--- src/rtl/condlogic_pipe.sv ---
// Conditional-execution unit: NZCV flags, 16-way condition decode, write gating, and a
// WB_DELAY-stage flag writeback pipeline with hazard stall and shadow save/restore.
// Optional flag forwarding is enabled by defining CONDLOGIC_FLAG_FWD_EN.
module condlogic_pipe #(
    parameter int WB_DELAY = 1
) (
    input  logic       clk,
    input  logic       reset,
    input  logic [3:0] Cond,
    input  logic [3:0] ALUFlags,
    input  logic [1:0] FlagW,
    input  logic       PCS,
    input  logic       NextPC,
    input  logic       RegW,
    input  logic       MemW,
    input  logic       FlagSave,
    input  logic       FlagRestore,
    output logic       PCWrite,
    output logic       RegWrite,
    output logic       MemWrite,
    output logic       CondEx,
    output logic       CondStall,
    output logic [3:0] Flags
);

    localparam int PD = (WB_DELAY < 1) ? 1 : WB_DELAY;
`ifdef CONDLOGIC_FLAG_FWD_EN
    localparam int LAST_COUNTED = WB_DELAY - 1;
`else
    localparam int LAST_COUNTED = WB_DELAY;
`endif

    logic [3:0] r_flags;
    logic [3:0] r_shadow;
    logic [1:0] r_pend [1:PD];

    logic [1:0] w_fwd;
    logic [1:0] w_land;
    logic [3:0] w_effFlags;
    logic       w_n, w_z, w_c, w_v;
    logic       w_cond;
    logic       w_anyPend;
    logic       w_stall;
    logic       w_qual;

    // Forwarding substitutes the ALU flags of groups landing this cycle, unless a restore
    // overrides the architectural flags in the same cycle.
    always_comb begin
        w_fwd = 2'b00;
`ifdef CONDLOGIC_FLAG_FWD_EN
        if (WB_DELAY > 0 && !FlagRestore) begin
            w_fwd = r_pend[PD];
        end
`endif
        w_effFlags[3:2] = w_fwd[1] ? ALUFlags[3:2] : r_flags[3:2];
        w_effFlags[1:0] = w_fwd[0] ? ALUFlags[1:0] : r_flags[1:0];
    end

    assign {w_n, w_z, w_c, w_v} = w_effFlags;

    always_comb begin
        w_cond = 1'b0;
        case (Cond)
            4'b0000: w_cond = w_z;
            4'b0001: w_cond = !w_z;
            4'b0010: w_cond = w_c;
            4'b0011: w_cond = !w_c;
            4'b0100: w_cond = w_n;
            4'b0101: w_cond = !w_n;
            4'b0110: w_cond = w_v;
            4'b0111: w_cond = !w_v;
            4'b1000: w_cond = w_c && !w_z;
            4'b1001: w_cond = !w_c || w_z;
            4'b1010: w_cond = (w_n == w_v);
            4'b1011: w_cond = (w_n != w_v);
            4'b1100: w_cond = !w_z && (w_n == w_v);
            4'b1101: w_cond = w_z || (w_n != w_v);
            4'b1110: w_cond = 1'b1;
            default: w_cond = 1'b0;
        endcase
    end

    always_comb begin
        w_anyPend = 1'b0;
        for (int k = 1; k <= PD; k++) begin
            if (k <= LAST_COUNTED && r_pend[k] != 2'b00) begin
                w_anyPend = 1'b1;
            end
        end
    end

    assign w_stall   = w_anyPend && (Cond != 4'b1110) && (Cond != 4'b1111);
    assign w_qual    = reset & w_cond & ~w_stall;
    assign w_land    = (WB_DELAY == 0) ? (FlagW & {2{w_cond}}) : r_pend[PD];

    assign CondEx    = w_cond;
    assign CondStall = w_stall;
    assign RegWrite  = RegW & w_qual;
    assign MemWrite  = MemW & w_qual;
    assign PCWrite   = (NextPC & ~w_stall & reset) | (PCS & w_qual);
    assign Flags     = r_flags;

    always_ff @(posedge clk or negedge reset) begin
        if (!reset) begin
            for (int k = 1; k <= PD; k++) begin
                r_pend[k] <= 2'b00;
            end
        end else begin
            r_pend[1] <= (WB_DELAY > 0) ? (FlagW & {2{w_qual}}) : 2'b00;
            for (int k = 2; k <= PD; k++) begin
                r_pend[k] <= r_pend[k-1];
            end
        end
    end

    // Restore beats a landing write; save always captures the pre-edge flags, so doing
    // both in one edge swaps the two registers.
    always_ff @(posedge clk or negedge reset) begin
        if (!reset) begin
            r_flags  <= 4'b0000;
            r_shadow <= 4'b0000;
        end else begin
            if (FlagSave) begin
                r_shadow <= r_flags;
            end
            if (FlagRestore) begin
                r_flags <= r_shadow;
            end else begin
                if (w_land[1]) begin
                    r_flags[3:2] <= ALUFlags[3:2];
                end
                if (w_land[0]) begin
                    r_flags[1:0] <= ALUFlags[1:0];
                end
            end
        end
    end

endmodule
--- config.mk ---
export PLATFORM = sky130hd
export DESIGN_NAME = condlogic_pipe
export DESIGN_NICKNAME = d
export VERILOG_FILES = /design/src/rtl/condlogic_pipe.sv
export SDC_FILE = /design/constraint.sdc
export NUM_CORES = 1
export LEC_CHECK = 0
export BUFFER_PORTS_ARGS = -buffer_cell sky130_fd_sc_hd__buf_2
export CORE_AREA = 5 5 48 50
export DETAILED_ROUTE_END_ITERATION = 8
export DIE_AREA = 0 0 53 55
export GPL_TIMING_DRIVEN = 0
export PLACE_DENSITY_LB_ADDON = 0.1
export SLEW_MARGIN = 20
export SYNTH_ARGS = -nofsm -noshare
export SYNTH_HDL_FRONTEND = slang
export SYNTH_SLANG_ARGS = --single-unit
--- constraint.sdc ---
create_clock -name clk -period 3.7 [get_ports clk]
set_input_delay 0.74 -clock clk [delete_from_list [all_inputs] [get_ports clk]]
set_output_delay 0.74 -clock clk [all_outputs]
set_load 0.005 [all_outputs]
==> impl_metrics.toml <==
[layout]
final_layout_size_suffix_gt1_frac = 0.430
final_util = 0.464
synthToLayoutAreaGrowth_pct = 25.7
layout_common_cells = "buf_2, dfrtp_1, nand2_1"
layout_commonest_cell = "buf_2"
antenna-diode-count = 0
finish.net_count = 113

[sta]
drv_slew = 0
fin_worst_hold_slack_ns = 0.341
setup_tns_ns = 0
finalClockSkew_ns = 0.00272
finalSetupViolCount = 0
max_clock_freq_mhz = 352
finalCritPeriodShare = 0.768
final.setup.worst_slack_ns = 0.858
finalWorstPathRequiredPeriod_ns = 2.84
max_slew_margin = 0.750
actual_transition_at_the_worst_max_transition_pin_ns = 0.375
finalHoldViolCount = 0
rsz0062_at_grt = "false"

[die]
floorplan.die_area_sq_um = 2920
design.portCount = 27
site_rows = 16
fp.dieW_um = 53
die_h_um = 55
floorplan.core_area_sq_um = 1860
starting_density = 0.369

[pwr]
vdd.ir_drop.worst_mv = 0.250
power_per_cell_area_nw_per_um2 = 458
p_leak_uw = 0.000409

[logic_synthesis]
synthesis.instances = 66
synth-seq-cells = 10
synth.net_count = 84
synth_largest_type_area_fraction = 0.364
ys_warnings = 0
mappedNetlistArea_sq_um = 687
synth_top_cells_by_area = "dfrtp_1, mux2_2, mux2i_1"
ys_seq_area_frac = 0.364
synth_top_cell_by_area = "dfrtp_1"
post_synth.cell_area_avg_sq_um = 10.4
synth.distinct_cells = 28

[routing]
firstDrtPassIters = 4
drt_drc_violations_left = 0
via_count = 589
route.detailed.vias_per_inst = 4.91
routed_wirelength_mm = 1.55
avgRoutedWirePerCell_um = 12.9
drt_first_iter_violations = 8
drt.antenna.violating_nets = 0

[global_routing]
antenna_found_initial = 0
first_global_vias = 594
globalRouteTotalUtil = 0.121
grt_use_met2 = 0.200
grt_use_met1 = 0.147
grt_start_max_net_pins = 12
global_route.overflow_total = 0
met3_capacity_usage_during_global_routing = 0.0268
grt_pass1_wl_mm = 2.59
busiest_layer = "met2"

[setup_path]
cp_slowest_stage_delay_ns = 0.36
critical_path_type = "input port to output pin"
path_max_fanout = 10
critical-path-slowest-cell = "or3_1"
worst_ep_arrival_time_ns = 2.10
critical_path.cell_chain = "buf_2 > buf_2 > or3_1 > mux2_2 > a311oi_2 > buf_2"
critical_path_buf_inv_count = 3
cp.required_ns = 2.96
critPathCaptureType = "output pin"
timing.critical_path.mode_cell = "buf_2"
worst_path_dominant_cell_family = "buffers and inverters"
crit_path_start_kind = "input port"

[clock_tree]
cts.hold.buffers_added = 0
htreeDepth = 1
post-cts-setup-buffer-count = 0
cts.reportedPaths.clkPinSlew_ns = 0.06
clock_tree.root_cell = "clkbuf_4"
clock_tree.buffer_depth = 2
clk_latency_ns = 0.25
cts_tree = "built"
cts_bufs_inserted = 3
clock_sink_count = 10
post_cts_resized = 0

[place]
dpl_worst_slack_ns = 0.860
finalWeightedCongestion = 0.700
dp_hpwl_mm = 1.22
port_buffers = 24

[hold_path]
worst_hold_path_type = "input port to asynchronous set/reset pin"

[flow_run]
max_cap_viol_count = 0

[outcome]
status = "complete, no violations"
==> synthesized netlist by cell type <==
cell type,instances
a211o_1,1
a211oi_1,4
a21oi_4,1
a22oi_1,1
a311oi_2,1
a311oi_4,1
a31oi_1,1
and3b_2,1
buf_2,1
buf_6,2
dfrtp_1,10
inv_1,6
mux2_2,5
mux2i_1,5
nand2_1,7
nand2b_1,1
nand3b_1,2
nand4b_1,1
nor2_1,2
nor2b_1,1
nor3b_1,1
o211ai_1,1
o21ai_0,4
o221ai_1,1
or3_1,1
or4b_4,1
xnor2_1,2
xor2_1,1
==> cell type report <==
cell class | instances | area, sq um
buffer | 3 | 27.5
sequential | 10 | 250
clock buffer | 3 | 22.5
inverter | 6 | 22.5
timing repair buffer | 24 | 120
tap | 27 | 33.8
multi-input combinational | 47 | 387
fill | 212 | 998
==> registers in the layout, indices dropped and copies added (netlist names) <==
register / cells
Flags: 4
r_pend: 2
r_shadow: 4
==> layer usage <==
metal	vias to the layer above	routed length, um
met1	279	666
met4	0	13
li1	293	-
met3	2	78
met5	-	0
met2	15	787
==> path summary, 6_finish.rpt <==
path	startpoint	endpoint	slack, ns	cells after the start
worst max-delay path	Cond[1]	PCWrite	0.86	6
min in group clk	r_shadow[3]	Flags[3]	0.48	2
worst max register to register	Flags[2]	r_pend[0]	2.07	4
max in group asynchronous	reset	Flags[3]	3.16	1
worst min-delay path	reset	Flags[1]	0.34	1
worst min register to register	r_shadow[3]	Flags[3]	0.48	2
==> worst register-to-register path: cells and delay by family (launching register included) <==
family / cells / cell delay (ns)
muxes: 1 / 0.42
AOI/OAI and AO/OA: 2 / 0.42
DFF: 1 / 0.46
and+or+nand+nor: 1 / 0.23
==> where the power goes <==
part / leakage [uW] / internal, uW / switching, uW / total [uW]
sequential: 0.000132 / 142 / 35.1 / 177
clock: 0.0000138 / 37.3 / 31.6 / 68.9
combinational: 0.000263 / 83.5 / 65.8 / 149
==> stage by stage <==
stage	cell area, sq um	cells	power (uW)
6_report	863	120	395
5_1_grt	863	120	432
4_1_cts	863	120	404
3_5_place_dp	841	117	330
3_3_place_gp	841	117	327
2_1_floorplan	687	66	273
==> kinds of logic (layout without fill, tap and decap cells) <==
kind of cell / Yosys count / count (layout) / synth area share
buf+inv: 9 / 36 / 0.0728
compound gates: 16 / 16 / 0.213
xor+xnor: 3 / 3 / 0.0383
simple gates: 18 / 18 / 0.157
mux: 10 / 10 / 0.155
flops: 10 / 10 / 0.364
Note: power is estimated with default switching activity, not from simulation.
